--- src/rtl/ifetch_mem_port_pkg.sv ---
// Shared width/constant macros and helpers for the instruction-fetch memory port.
// Compile this file first so the macros are visible to every later file.
`ifndef IFETCH_MEM_PORT_DEFINES
`define IFETCH_MEM_PORT_DEFINES
`define ADDR_TYPE 31:0
`define INS_TYPE  31:0
`define BYTE_TYPE 7:0
`define ZERO_WORD 32'h0000_0000
`define ZERO_ADDR 32'h0000_0000
`define TRUE      1'b1
`define FALSE     1'b0
`endif

package ifetch_mem_port_pkg;

   localparam logic [2:0] STEP_IDLE  = 3'd0;
   localparam logic [2:0] STEP_FIRST = 3'd1;
   localparam logic [2:0] STEP_LAST  = 3'd5;

   // Little-endian placement: byte lane idx occupies bits [8*idx+7 : 8*idx].
   function automatic logic [31:0] insertByte(input logic [31:0] word,
                                              input logic [1:0]  idx,
                                              input logic [7:0]  b);
      logic [31:0] result;
      result = word;
      case (idx)
         2'd0:    result[7:0]   = b;
         2'd1:    result[15:8]  = b;
         2'd2:    result[23:16] = b;
         default: result[31:24] = b;
      endcase
      return result;
   endfunction

endpackage

--- src/rtl/ifetch_mem_port.sv ---
// Byte-serial instruction fetch port: reads four bytes from a one-cycle-latency
// RAM, assembles a little-endian word and pulses ok for one cycle.
import ifetch_mem_port_pkg::*;

module ifetch_mem_port (
   input  logic              clk,
   input  logic              rst,
   input  logic              rdy,
   input  logic [`ADDR_TYPE] pc_from_if,
   input  logic              ena_from_if,
   input  logic              drop_flag_from_if,
   input  logic [`BYTE_TYPE] mem_din,
   output logic [`ADDR_TYPE] mem_a,
   output logic              mem_wr,
   output logic              ok_flag_to_if,
   output logic [`INS_TYPE]  inst_to_if
);

   typedef enum logic {
      IDLE = 1'b0,
      BUSY = 1'b1
   } state_t;

   state_t            state_q, state_d;
   logic [2:0]        step_q, step_d;
   logic [`ADDR_TYPE] pc_q, pc_d;
   logic [`ADDR_TYPE] addr_q, addr_d;
   logic [`INS_TYPE]  data_q, data_d;
   logic [`INS_TYPE]  inst_q, inst_d;
   logic              ok_q, ok_d;
   logic [1:0]        byteIdx;

   // Step k>=2 captures the byte whose address went out two steps earlier.
   assign byteIdx = 2'(step_q - 3'd2);

   // Abort has top priority, then the rdy freeze; ok is only ever a single pulse.
   always_comb begin
      state_d = state_q;
      step_d  = step_q;
      pc_d    = pc_q;
      addr_d  = addr_q;
      data_d  = data_q;
      inst_d  = inst_q;
      ok_d    = `FALSE;
      if (drop_flag_from_if) begin
         state_d = IDLE;
         step_d  = STEP_IDLE;
         addr_d  = `ZERO_ADDR;
         data_d  = `ZERO_WORD;
      end else if (rdy) begin
         case (state_q)
            IDLE: begin
               if (ena_from_if) begin
                  state_d = BUSY;
                  step_d  = STEP_FIRST;
                  pc_d    = pc_from_if;
                  addr_d  = pc_from_if;
                  data_d  = `ZERO_WORD;
               end
            end
            default: begin
               if (step_q >= 3'd2) begin
                  data_d = insertByte(data_q, byteIdx, mem_din);
               end
               if (step_q <= 3'd3) begin
                  addr_d = pc_q + {29'd0, step_q};
               end
               if (step_q == STEP_LAST) begin
                  ok_d    = `TRUE;
                  inst_d  = insertByte(data_q, byteIdx, mem_din);
                  state_d = IDLE;
                  step_d  = STEP_IDLE;
                  addr_d  = `ZERO_ADDR;
                  data_d  = `ZERO_WORD;
               end else begin
                  step_d = step_q + 3'd1;
               end
            end
         endcase
      end
   end

   always_ff @(posedge clk or posedge rst) begin
      if (rst) begin
         state_q <= IDLE;
         step_q  <= STEP_IDLE;
         pc_q    <= `ZERO_ADDR;
         addr_q  <= `ZERO_ADDR;
         data_q  <= `ZERO_WORD;
         inst_q  <= `ZERO_WORD;
         ok_q    <= `FALSE;
      end else begin
         state_q <= state_d;
         step_q  <= step_d;
         pc_q    <= pc_d;
         addr_q  <= addr_d;
         data_q  <= data_d;
         inst_q  <= inst_d;
         ok_q    <= ok_d;
      end
   end

   assign mem_a         = addr_q;
   assign mem_wr        = `FALSE;
   assign ok_flag_to_if = ok_q;
   assign inst_to_if    = inst_q;

endmodule

--- config.mk ---
export PLATFORM = sky130hd
export DESIGN_NAME = ifetch_mem_port
export DESIGN_NICKNAME = d
export VERILOG_FILES = /design/src/rtl/ifetch_mem_port_pkg.sv /design/src/rtl/ifetch_mem_port.sv
export SDC_FILE = /design/constraint.sdc
export NUM_CORES = 1
export LEC_CHECK = 0
export ABC_CLOCK_PERIOD_IN_PS = 8800
export CAP_MARGIN = 20
export CORE_MARGIN = 4
export CORE_UTILIZATION = 38
export DETAILED_ROUTE_END_ITERATION = 7
export PLACE_DENSITY_LB_ADDON = 0.08
export RECOVER_POWER = 50
export SLEW_MARGIN = 10
export SYNTH_ARGS = -nofsm -noshare
export SYNTH_HDL_FRONTEND = slang
export SYNTH_SLANG_ARGS = --single-unit
--- constraint.sdc ---
create_clock -name clk -period 8.8 [get_ports clk]
set_input_delay 2.2 -clock clk [delete_from_list [all_inputs] [get_ports clk]]
set_output_delay 2.2 -clock clk [all_outputs]
set_load 0.1 [all_outputs]
Yosys cells after proc, flatten, opt, wreduce, memory -nomap -nowiden
Cells that the tools add are included.
{"block": "totals", "out_inout_bits": 66, "word_cells": 58, "regBits": 133, "inputBits": 45}
{"block": "classes", "magnitude_cmp": 2, "n_bitwise": 2, "muxes": 30, "addsub": 3, "eq_ne": 5, "n_reduce_logical": 9}
{"op": "two-way mux 32 bit", "count": 12}
{"op": "adder 32 x 3 -> 32 bit", "count": 1}
{"op": "two-way mux 8 bit", "count": 4}
{"op": "two-way mux 3 bit", "count": 5}
{"op": "two-way mux 1 bit", "count": 9}
{"op": "!= test 4 x 2 -> 1 bit (second input constant)", "count": 2}
{"op": "AND reduction 4 bit", "count": 2}
{"op": "AND reduction 3 bit", "count": 2}
{"op": "adder 3 x 1 -> 3 bit (second input constant)", "count": 1}
{"op": "== test 3 bit (second input constant)", "count": 1}
{"op": "greater-or-equal comparator 3 x 2 -> 1 bit (second input constant)", "count": 1}
{"op": "<= comparator 3 x 2 -> 1 bit (second input constant)", "count": 1}
{"op": "nonzero test 3 bit", "count": 1}
{"op": "OR reduction 3 bit", "count": 1}
{"op": "== test 2 x 1 -> 1 bit (second input constant)", "count": 1}
{"op": "== test 2 bit (second input constant)", "count": 1}
{"op": "zero test 2 bit", "count": 1}
{"op": "NOT 1 bit", "count": 2}
{"op": "AND reduction 2 bit", "count": 1}
{"op": "nonzero test 2 bit", "count": 1}
{"op": "subtractor 2 bit (second input constant)", "count": 1}

Depth between registers and ports, before layout
Gate-level depths: netlist (run 1).
{"block": "logic_depth", "depth_word": 9, "mapped_depth": 10, "depth_no_buf": 8}

Worst setup path before layout (run 1)
OpenSTA, ideal clock, no wires.
{"block": "synth_path", "path_type": "input to register", "from": "in drop_flag_from_if", "to": "reg inst_q[0], in the netlist inst_to_if[0]", "required_time_ns": 8.675, "n_path_buf": 2, "path_stages": 6, "slack_ns": 5.272, "t_arrival_ns": 3.402, "setup_time_ns": 0.125, "cell_sequence": "buf_2 -> nor2b_2 -> nand2_1 -> nor2_2 -> buf_2 -> mux2_2"}
{"block": "synth_between", "elab_chain_len": 2}
{"element": "from (decl)", "line_no": "ifetch_mem_port.sv:11", "source": "input logic drop_flag_from_if,"}
{"element": "NOT 1 bit (no source line)"}
{"element": "AND reduction 4 bit (no source line)"}
{"element": "to (signal assigned)", "line_no": "ifetch_mem_port.sv:90", "source": "inst_q <= `ZERO_WORD;"}
{"element": "to (signal assigned)", "line_no": "ifetch_mem_port.sv:98", "source": "inst_q <= inst_d;"}
{"element": "to (decl)", "line_no": "ifetch_mem_port.sv:29", "source": "logic [`INS_TYPE] inst_q, inst_d;"}
No other way between the ends.
A chain may end at the register's enable or synchronous reset.

Worst setup path in the final report (run 1)
{"block": "layout_path", "from": "in rdy", "to": "reg addr_q[23], in the netlist mem_a[23]"}
{"block": "layout_between", "elab_chain_len": 2}
{"element": "from (decl)", "line_no": "ifetch_mem_port.sv:8", "source": "input logic rdy,"}
{"element": "nonzero test 2 bit (no source line)"}
{"element": "AND reduction 3 bit (no source line)"}
{"element": "to (signal assigned)", "line_no": "ifetch_mem_port.sv:88", "source": "addr_q <= `ZERO_ADDR;"}
{"element": "to (signal assigned)", "line_no": "ifetch_mem_port.sv:96", "source": "addr_q <= addr_d;"}
{"element": "to (decl)", "line_no": "ifetch_mem_port.sv:27", "source": "logic [`ADDR_TYPE] addr_q, addr_d;"}
No other way between the ends.

==> results of run 1 <==
[per-layer routing]
metal	up-vias	part of all wire	track usage
met2	106	0.47	0.276
li1	2097	-	-
met1	2163	0.47	0.234
met4	0	0.011	0.0635
met3	13	0.050	0.0398
met5	-	0	0
[layout make-up]
class                           instances  area share
Multi-Input combinational cell        375       0.319
Tap cell                              184      0.0307
Clock buffer                           22      0.0619
Timing Repair Buffer                  114       0.152
Inverter                                9     0.00467
Clock inverter                         10      0.0152
Sequential cell                       125       0.417
[flip-flops by register name (all words and copies together), names as in the netlist]
signal and count:
pc_q 32, state_q 1, inst_to_if 32, mem_a 32, step_q 3, ok_flag_to_if 1, data_q 24
[cells by family after synthesis]
group / share of synthesized area
DFF: 0.549
buffers and inverters: 0.0318
xor gates and xnor gates: 0.0461
other: 0.000658
AOI/OAI and AO/OA: 0.126
and+or+nand+nor: 0.171
adders and majority gates: 0.0123
muxes: 0.0632
[placed cells by master, fill, tap and decap left out, types with 3 or more instances in the layout]
cell type        synthesis  final
nand4_1                 13     13
inv_1                    9      8
xnor2_1                  4      4
clkbuf_1                14      5
a21o_1                   3      3
o21ai_0                 16     22
nor2_1                  19     19
dlygate4sd3_1            0      3
xor2_1                  26     26
a22oi_1                 18     18
clkinvlp_4               0      4
clkinv_2                 0      3
o21ai_1                  8      3
a22o_1                  20     20
nand2b_1                 5      5
and3_1                   6      6
mux2_2                  23     23
ha_1                     4      4
nand3_1                 16     16
nor2b_1                  3      4
mux2i_1                  9      9
a32o_1                   3      3
a21oi_1                 12     12
o211ai_1                11     12
clkdlybuf4s50_1          0    106
nand2_1                122    122
clkbuf_16                0     17
dfrtp_1                125    125
[worst min-delay path by stage]
stage / cells after the start / startpoint / slack (ns) / endpoint
final: 1 / inst_to_if[2]$_DFFE_PP0P_ / 0.49 / inst_to_if[2]$_DFFE_PP0P_
after floorplan: 2 / data_q[0]$_DFFE_PP0P_ / 0.44 / data_q[0]$_DFFE_PP0P_
after global routing: 1 / inst_to_if[2]$_DFFE_PP0P_ / 0.49 / inst_to_if[2]$_DFFE_PP0P_
after global placement: 2 / data_q[8]$_DFFE_PP0P_ / 0.47 / data_q[8]$_DFFE_PP0P_
after detailed placement: 2 / data_q[0]$_DFFE_PP0P_ / 0.47 / data_q[0]$_DFFE_PP0P_
after CTS: 2 / data_q[0]$_DFFE_PP0P_ / 0.49 / data_q[0]$_DFFE_PP0P_
[critical path, delay by kind of cell]
family	cells	cell delay, ns
simple gates	2	0.26
buf+inv	2	2.33
compound gates	2	0.50
[power groups by stage]
stage	clock network, mW	registers, mW	logic (mW)
2_1_floorplan	0	0.724	0.0860
3_3_place_gp	0	0.662	0.221
3_5_place_dp	0	0.664	0.223
4_1_cts	0.697	0.654	0.224
5_1_grt	0.723	0.661	0.240
6_report	0.680	0.655	0.221
[stage by stage]
stage | utilization | cell area, sq um | hold slack [ns]
floorplan | - | 5700 | 0.444
global placement | 0.474 | 6920 | 0.466
detailed placement | 0.474 | 6920 | 0.473
CTS | 0.514 | 7490 | 0.486
global route | 0.514 | 7500 | 0.492
finish | 0.514 | 7500 | 0.486
==> results.toml, run 1 <==
[synth]
syn_area_per_cell_sq_um = 10.6
yosys.area.top_type_share = 0.549
synth_edf_count = 0
synth-async-reset-ratio = 1.00
syn_area_sq_um = 5700
synth_cell_type_count = 53
syn-num-nets = 589
yosysTopAreaCell = "dfrtp_1"
synth_common_cells = "dfrtp_1 (125), nand2_1 (122), xor2_1 (26)"
yosysMostFrequentCell = "dfrtp_1"
ys_ff_latch = 125
yosysWarnings = 0
yosysSeqAreaShare = 0.549
syn_inst = 539
synthTopCellsByArea = "dfrtp_1 (55%), nand2_1 (8.0%), mux2_2 (4.5%)"
synthFlopType = "dfrtp_1"

[cells_and_area]
fin_cells = 839
syn_to_final_growth_pct = 31.6
fin_nets = 692
multi_input_area_sq_um = 2390
fillerInstances = 1314
seq_area_sq_um = 3130
antenna_cells = 0
drive_above_1_share = 0.0977

[sta]
fmax_mhz = 200
setup_viol = 0
maxSlewViolCount = 143
fin_skew_ns = 0.00886
setup_ws_ns = 3.80
finalSetupTns_ns = 0
post-route-period-util = 0.569
slew_headroom = -0.697
worst_slew_pin_slew_ns = 2.53
hold_viol = 0
final.min_clock_period_ns = 5.00
rsz0062_at_grt = "false"

[worst_setup_path]
slowest_stage = "clkbuf_1"
critPathCaptureType = "flop"
max_stage_delay_ns = 1.66
r2r-start = "state_q$_DFFE_PP0P_"
worstSetupPathType = "in2reg"
rr_worst_depth = 4
required_ns = 9.13
r2r_setup_slack_ns = 5.77
crit_arrival_ns = 5.33
rr_endpoint = "mem_a[23]$_DFFE_PP0P_"
cp_max_fo = 52
crit_chain = "dlygate4sd3_1 > nand2_1 > nor3_4 > clkbuf_1 > a22oi_1 > o21ai_1"
endpoint = "mem_a[23]$_DFFE_PP0P_"
startpoint_type = "input port"
crit_start = "rdy"

[pwr]
pwr-share-clk = 0.437
p_int_mw = 1.11
sw_frac_of_total = 0.284
p_per_area_nw_per_um2 = 207
seq_power_share = 0.421
vdd_drop_max_v = 0.000119
p_total_mw = 1.56
pwr-share-comb = 0.142
leakage_nw = 3.40
switchingPower_mw = 0.442

[detailed_routing]
viasPerCell = 5.22
wl_per_cell_um = 16.9
dr.pass1.iters = 5
vias = 4379
drt-total-wl_mm = 14.2
drc = 0
ant_nets = 0
drt_iter0_drc = 349

[cts]
cts.sinks = 125
clk_pin_slew_ns = 0.05
h-tree-depth = 4
clk_latency_ns = 0.41
cts_buffer_depth = 2
hold_buffers = 0
cts_setup_buffers = 0
ctsRootBufferMaster = "clkbuf_16"
cts_tree = "built"
numCtsBuffers = 17
post_cts_resize_count = 0

[global_routing]
grt_pass1_vias = 4508
grt_pass1_wl_mm = 23.0
grt.total_usage = 0.174
antenna_found_initial = 0
overflow = 0
grt_max_degree = 70

[die]
die_y_um = 130
die_w_um = 130
row_count = 44
dieArea_sq_um = 17000
ioPinCount = 111
start_util = 0.391
core_sq_um = 14600

[placed_design]
dpl.hpwl_mm = 9.41
pre_cts_ws_ns = 4.09
io_buffer_count = 109
place_congestion = 0.790
dp.cells = 806

[outcome]
outcome = "finished with violations"
violations = "max-capacitance violations, max-slew violations"

[job]
cap_violations = 3

[hold_path]
hp-class = "reg2reg"
Note: power is estimated with default switching activity, not from simulation.
==> inputs of run 2 (changes only) <==
--- a/config.mk
+++ b/config.mk
@@ -5,7 +5,7 @@
 export SDC_FILE = /design/constraint.sdc
 export NUM_CORES = 1
 export LEC_CHECK = 0
-export ABC_CLOCK_PERIOD_IN_PS = 8800
+export ABC_CLOCK_PERIOD_IN_PS = 5240
 export CAP_MARGIN = 20
 export CORE_MARGIN = 4
 export CORE_UTILIZATION = 38
==> constraint.sdc (replaced) <==
create_clock -name clk -period 5.24 [get_ports clk]
set_input_delay 1.31 -clock clk [delete_from_list [all_inputs] [get_ports clk]]
set_output_delay 1.31 -clock clk [all_outputs]
set_load 0.1 [all_outputs]
==> run 2 against run 1 <==
Effect of this change:
- the flow still finishes with violations (max-capacitance violations, max-slew violations)
- clock power up 68%
- setup slack worse by 2.2 ns
- final cell count up 0.12%
- critical path depth down 3
- core utilization up 0.13 points
- critical path type is now in2async
==> results.toml, run 2 (same netlist as run 1, synthesis figures left out) <==
[cells_and_area]
layout.cells.most_common = "dfrtp_1"
syn_to_final_growth_pct = 32.0
antenna_cells = 0
utilization = 0.516
final_area_sq_um = 7520
fin_cells = 840
layout_common_cells = "dfrtp_1 (125), nand2_1 (122), clkdlybuf4s50_1 (107)"
fin_nets = 694
drive_above_1_share = 0.102

[die]
core_sq_um = 14600
die_w_um = 130
ioPinCount = 111
die_y_um = 130
dieArea_sq_um = 17000
row_count = 44
start_util = 0.391

[sta]
whs_ns = 0.484
setup_viol = 0
final.min_clock_period_ns = 3.63
fmax_mhz = 275
post-route-period-util = 0.693
fin_skew_ns = 0.00751
finalSetupTns_ns = 0
hold_viol = 0
slew_headroom = -0.976
worst_slew_pin_slew_ns = 2.95
maxSlewViolCount = 101
rsz0062_at_grt = "false"

[placed_design]
dp.cells = 808
dpl_cell_area_sq_um = 6930
io_buffer_count = 109
dpl.hpwl_mm = 9.61
place_congestion = 0.783

[detailed_routing]
wl_per_cell_um = 17.0
dr.pass1.iters = 4
vias = 4429
drt_iter0_drc = 354
drt-total-wl_mm = 14.3
drc = 0
ant_nets = 0
viasPerCell = 5.27

[cts]
post_cts_resize_count = 0
cts_buffer_depth = 2
clk_pin_slew_ns = 0.05
cts_tree = "built"
cts.sinks = 125
hold_buffers = 0
numCtsBuffers = 17
clk_latency_ns = 0.41
h-tree-depth = 4
ctsRootBufferMaster = "clkbuf_16"
cts_setup_buffers = 0

[global_routing]
grt_pass1_vias = 4613
antenna_found_initial = 0
grt_max_degree = 69
overflow = 0
grt.total_usage = 0.178
grt_pass1_wl_mm = 23.6

[pwr]
leakage_nw = 3.42
p_per_area_nw_per_um2 = 347
vdd_drop_max_v = 0.000229

[worst_setup_path]
startpoint_type = "input port"
cp_max_fo = 68
crit_arrival_ns = 4.17
required_ns = 5.78
critPathCaptureType = "asynchronous set/reset pin"
worstSetupPathType = "in2async"

[outcome]
violations = "max-capacitance violations, max-slew violations"
outcome = "finished with violations"

[hold_path]
hp-class = "reg2reg"

[job]
cap_violations = 2
[run 2: power breakdown]
part | switching, mW | leakage [nW] | internal [mW]
registers | 0.0712 | 1.68 | 1.03
logic | 0.252 | 1.46 | 0.121
clock network | 0.406 | 0.280 | 0.731
[run 2: worst paths after layout]
path / depth (start not counted) / startpoint / slack (ns) / endpoint
worst max-delay path: 3 / rst / 1.61 / mem_a[6]$_DFFE_PP0P_
max in group clk: 7 / drop_flag_from_if / 1.84 / inst_to_if[15]$_DFFE_PP0P_
worst min-delay path: 2 / pc_q[0]$_DFFE_PP0P_ / 0.48 / pc_q[0]$_DFFE_PP0P_
worst min register to register: 2 / pc_q[0]$_DFFE_PP0P_ / 0.48 / pc_q[0]$_DFFE_PP0P_
min in group asynchronous: 2 / rst / 2.20 / inst_to_if[5]$_DFFE_PP0P_
worst max register to register: 8 / step_q[1]$_DFFE_PP0P_ / 2.55 / mem_a[24]$_DFFE_PP0P_
[run 2: per-layer routing]
layer  routed length (um)  GRT usage  up-vias
li1                     -          -     2110
met1                 6570      0.237     2204
met2                 6850      0.282      107
met3                  800     0.0524        8
met4                   97     0.0611        0
met5                    0          0        -
[run 2: critical path, stage by stage]
cell	delay, ns
dlygate4sd3_1	0.55
clkinvlp_2	1.66
buf_4	0.61
[run 2: metrics by stage]
step	total power [mW]	setup WS, ns
4_1_cts	2.64	1.94
5_1_grt	2.73	1.05
2_1_floorplan	1.36	0.602
3_5_place_dp	1.49	1.53
6_report	2.61	1.61
3_3_place_gp	1.48	1.63
[run 2: final cells by class]
class	count	area, sq um
clock buffer	24	482
clock inverter	7	87.6
fill	1310	7070
inverter	9	35.0
multi-input combinational	375	2400
sequential	125	3130
tap	184	230
timing repair buffer	116	1160
==> inputs of run 3 (changes only) <==
--- a/config.mk
+++ b/config.mk
@@ -5,7 +5,7 @@
 export SDC_FILE = /design/constraint.sdc
 export NUM_CORES = 1
 export LEC_CHECK = 0
-export ABC_CLOCK_PERIOD_IN_PS = 5240
+export ABC_CLOCK_PERIOD_IN_PS = 2900
 export CAP_MARGIN = 20
 export CORE_MARGIN = 4
 export CORE_UTILIZATION = 38
==> constraint.sdc (replaced) <==
create_clock -name clk -period 2.9 [get_ports clk]
set_input_delay 0.725 -clock clk [delete_from_list [all_inputs] [get_ports clk]]
set_output_delay 0.725 -clock clk [all_outputs]
set_load 0.1 [all_outputs]
==> run 3 against run 2 <==
Effect of this change:
- the run now ends clean
- global-route usage shrank 0.15 points
- total power grew 92%
- sequential power grew 81%
- cell area shrank 1.9%
- clock power grew 110%
- critical endpoint is now inst_to_if[15]
- highest routed layer unchanged
==> results.toml, run 3 (same netlist as run 1, synthesis figures left out) <==
[hold_path]
hold_path_end = "data_q[8]$_DFFE_PP0P_"
min_from = "data_q[8]$_DFFE_PP0P_"
hp-class = "reg2reg"
min_delay_path_depth = 2

[detailed_routing]
viasPerCell = 5.23
vias = 4412
dr.pass1.iters = 4
wl_per_cell_um = 17.2
drt-total-wl_mm = 14.5
ant_nets = 0
drc = 0
drt_iter0_drc = 227

[sta]
maxSlewViolCount = 0
worst_slew_pin_slew_ns = 1.19
rsz0062_at_grt = "false"
finalSetupTns_ns = 0
fin_skew_ns = 0.00823
slew_headroom = 0.210
fmax_mhz = 425
hold_viol = 0
whs_ns = 0.480
post-route-period-util = 0.812
setup_viol = 0
final.min_clock_period_ns = 2.35

[cells_and_area]
layout.cells.most_common = "dfrtp_1"
layout_common_cells = "dfrtp_1 (125), nand2_1 (122), buf_4 (44)"
fin_nets = 697
syn_to_final_growth_pct = 29.5
fin_cells = 844
drive_above_1_share = 0.170
antenna_cells = 0
utilization = 0.506

[worst_setup_path]
r2r-start = "step_q[2]$_DFFE_PP0P_"
r2r_setup_slack_ns = 0.65
slowest_stage = "clkbuf_1"
rr_endpoint = "mem_a[5]$_DFFE_PP0P_"
max_stage_delay_ns = 0.87
worstSetupPathType = "reg2out"
path_buf_inv = 1
crit_chain = "clkbuf_1"
cp_max_fo = 2
startpoint_type = "flop"
path_delay_family = "buffers and inverters"
required_ns = 2.17
critPathCaptureType = "primary output"
crit_arrival_ns = 1.63
rr_worst_depth = 6

[placed_design]
dp.cells = 812
io_buffer_count = 109
dpl.hpwl_mm = 9.59
place_congestion = 0.802

[global_routing]
grt.total_usage = 0.177
overflow = 0
grt_pass1_vias = 4412
antenna_found_initial = 0
grt_pass1_wl_mm = 23.5
grt_max_degree = 126

[pwr]
p_per_area_nw_per_um2 = 679
vdd_drop_max_v = 0.000420
p_total_mw = 5.01
leakage_nw = 3.49

[cts]
h-tree-depth = 4
clk_pin_slew_ns = 0.06
clk_latency_ns = 0.41
ctsRootBufferMaster = "clkbuf_16"
cts.sinks = 125
cts_setup_buffers = 0
post_cts_resize_count = 0
numCtsBuffers = 17
hold_buffers = 0
cts_tree = "built"
cts_buffer_depth = 2

[die]
die_w_um = 130
dieArea_sq_um = 17000
die_y_um = 130
ioPinCount = 111
row_count = 44
core_sq_um = 14600
start_util = 0.391

[outcome]
outcome = "finished clean"

[job]
cap_violations = 0
[run 3: worst max-delay path by stage]
stage | cells after the start | slack, ns | from | end
final | 1 | 0.55 | inst_to_if[15]$_DFFE_PP0P_ | inst_to_if[15]
after global routing | 9 | 0.44 | step_q[0]$_DFFE_PP0P_ | mem_a[30]$_DFFE_PP0P_
after CTS | 9 | 0.65 | step_q[0]$_DFFE_PP0P_ | mem_a[6]$_DFFE_PP0P_
after detailed placement | 6 | 0.37 | drop_flag_from_if | inst_to_if[19]$_DFFE_PP0P_
after global placement | 6 | 0.43 | drop_flag_from_if | inst_to_if[6]$_DFFE_PP0P_
after floorplan | 1 | 0.64 | rst | data_q[0]$_DFFE_PP0P_
[run 3: routing by layer]
metal	vias to the layer above	routed length, um	track usage
li1	2114	-	-
met4	0	250	0.0617
met2	109	6750	0.280
met1	2168	6730	0.238
met3	21	759	0.0451
met5	-	0	0
[run 3: area by class of cell]
cell class / count / area, sq um
flip-flops and latches: 125 / 3130
repair buffers: 119 / 936
well taps: 184 / 230
fillers: 1338 / 7210
inverters: 9 / 35.0
multi-input cells: 375 / 2400
clock buffers: 19 / 433
clock inverters: 13 / 220
[run 3: worst min-delay path: stages, from the launching register on]
cell     delay, ns
dfrtp_1       0.34
nand2_1       0.04
o21ai_0       0.06
[run 3: metrics by stage]
step	worst slack, ns	cell area, sq um
detailed placement	0.368	6830
CTS	0.649	7490
global placement	0.430	6830
finish	0.547	7380
global route	0.443	7380
floorplan	0.636	5700
[run 3: report_power, final]
| part | internal [mW] | switching [mW] | total, mW |
|---|---|---|---|
| Combinational | 0.201 | 0.459 | 0.660 |
| Sequential | 1.86 | 0.131 | 1.99 |
| Clock | 1.60 | 0.763 | 2.37 |
==> edit, RTL diff (settings of run 3) <==
Reset style: synchronous (`rst`), changed in one clocked block.
--- a/src/rtl/ifetch_mem_port.sv
+++ b/src/rtl/ifetch_mem_port.sv
@@ -82,3 +82,3 @@
 
-   always_ff @(posedge clk or posedge rst) begin
+   always_ff @(posedge clk) begin
       if (rst) begin
Formal check against the unedited RTL: differs if rst is asserted again (counterexample within 4 cycles, from zero or initial values and one cycle with rst high); with rst held inactive, the same outputs for 4 cycles.
==> edit against run 3 <==
- combinational power decreased by 40%
- highest routed layer is now met5
- core utilization shrank 1.5 points
- critical endpoint is now mem_a[27]$_SDFFE_PP0P_
- setup slack worse by 0.11 ns
- total power is 13% lower
- final area decreased by 3.3%
- clock skew grew 0.0023 ns
- sequential share of layout area fell by 7.3 points
- sequential cell count is the same
- synthesized area down 1.1%
- routed wire length rose by 16%
- synthesized cell count is 30% higher
==> edit: results (changes against run 3) <==
Parameter                              Value

Critical path
  CP Capture Point ... mem_a[27]$_SDFFE_PP0P_ (was inst_to_if[15])
  Slowest cell on the critical path ... sky130_fd_sc_hd__or2_1 (was sky130_fd_sc_hd__clkbuf_1)
  Crit path depth ... 3 (was 1)
  Worst reg2reg endpoint ... mem_a[15]$_SDFFE_PP0P_ (was mem_a[5]$_DFFE_PP0P_)
  Delay of the slowest critical-path stage ... 1.15 ns (was 0.87 ns)

Synth
  Total nets after synthesis ... 753 (was 589)
  Post-Syn Instances ... 703 (was 539)
  FFs w/ async S/R, synth ... 0 (was 1.000)
  Most instantiated cells after synthesis ... 126 x sky130_fd_sc_hd__nand2_1, 125 x sky130_fd_sc_hd__dfxtp_1, 82 x sky130_fd_sc_hd__nor2_1, 77 x sky130_fd_sc_hd__a21oi_1, 46 x sky130_fd_sc_hd__clkbuf_1 (was 125 x sky130_fd_sc_hd__dfrtp_1, 122 x sky130_fd_sc_hd__nand2_1, 26 x sky130_fd_sc_hd__xor2_1, 23 x sky130_fd_sc_hd__mux2_2, 20 x sky130_fd_sc_hd__a22o_1)

Pwr
  Combinational gate power ... 0.397 mW (was 0.660 mW)
  Peak ir drop on the vdd network ... 0.0004134 V (was 0.0004202 V)
  Part of the power in the clock network ... 0.500 (was 0.472)
  Static leakage ... 2.393 nW (was 3.489 nW)

Finish
  Repair and plain buffers ... 128 (was 119)
  Clock buffer count in the final layout ... 25 (was 19)
  Layout cells sized above 1 ... 0.07028 (was 0.1697)
  Number of filler cells placed in the layout ... 1470 (was 1338)
  Non-clock buffering overhead in the final layout ... 0.1184 (was 0.1268)
  Final net count ... 849 (was 697)
  Register fraction of the total cell area ... 0.3508 (was 0.4239)

Routing
  Vias ... 5467 (was 4412)
  Routed met3 length ... 1.142 mm (was 759 um)
  Number of vias per cell after detailed routing ... 5.494 (was 5.227)
  Routed met1 length ... 7.381 mm (was 6.729 mm)
  Top layer used by detailed routing ... met5 (was met4)
  Drt initial violations ... 394 (was 227)

Placed design
  Total placed cells including tap cells ... 964 (was 812)
  HPWL reported at the end of detailed placement ... 11.35 mm (was 9.593 mm)
  Area post-placement ... 6777 sq um (was 6833 sq um)

Global routing
  Largest net degree at the start of global routing ... 40 (was 126)
  Number of global-route vias before repair ... 5202 (was 4412)
  First-pass GRT wire length ... 26.94 mm (was 23.47 mm)
  GR Util met2 ... 0.3300 (was 0.2800)

STA
  Worst clock skew ... 0.01055 ns (was 0.008235 ns)

Outcome
  Status ... completed (unchanged)
edit: logic make-up (layout without fill, tap and decap cells):
family / after synthesis / in the layout / synth area share
XOR/XNOR: 24 / 24 / 0.03729
flip-flops: 125 / 125 / 0.4440
AND/OR/NAND/NOR: 277 / 277 / 0.2198
buffers and inverters: 55 / 163 / 0.03729
AO/OA/AOI/OAI: 207 / 207 / 0.2326
other: 1 / 1 / 0.0006653
adder cells (fa/ha/maj): 5 / 5 / 0.01243
multiplexers: 9 / 9 / 0.01598
edit: metrics by stage:
stage,worst slack [ns],power (mW),hold slack [ns],utilization
3_3_place_gp,0.5128,2.222,0.4516,0.4663
6_report,0.4360,4.350,0.4569,0.4908
5_1_grt,0.2441,4.495,0.4909,0.4908
2_1_floorplan,0.5803,2.060,0.4400,-
4_1_cts,0.5233,4.404,0.4602,0.5077
3_5_place_dp,0.3931,2.227,0.4526,0.4663
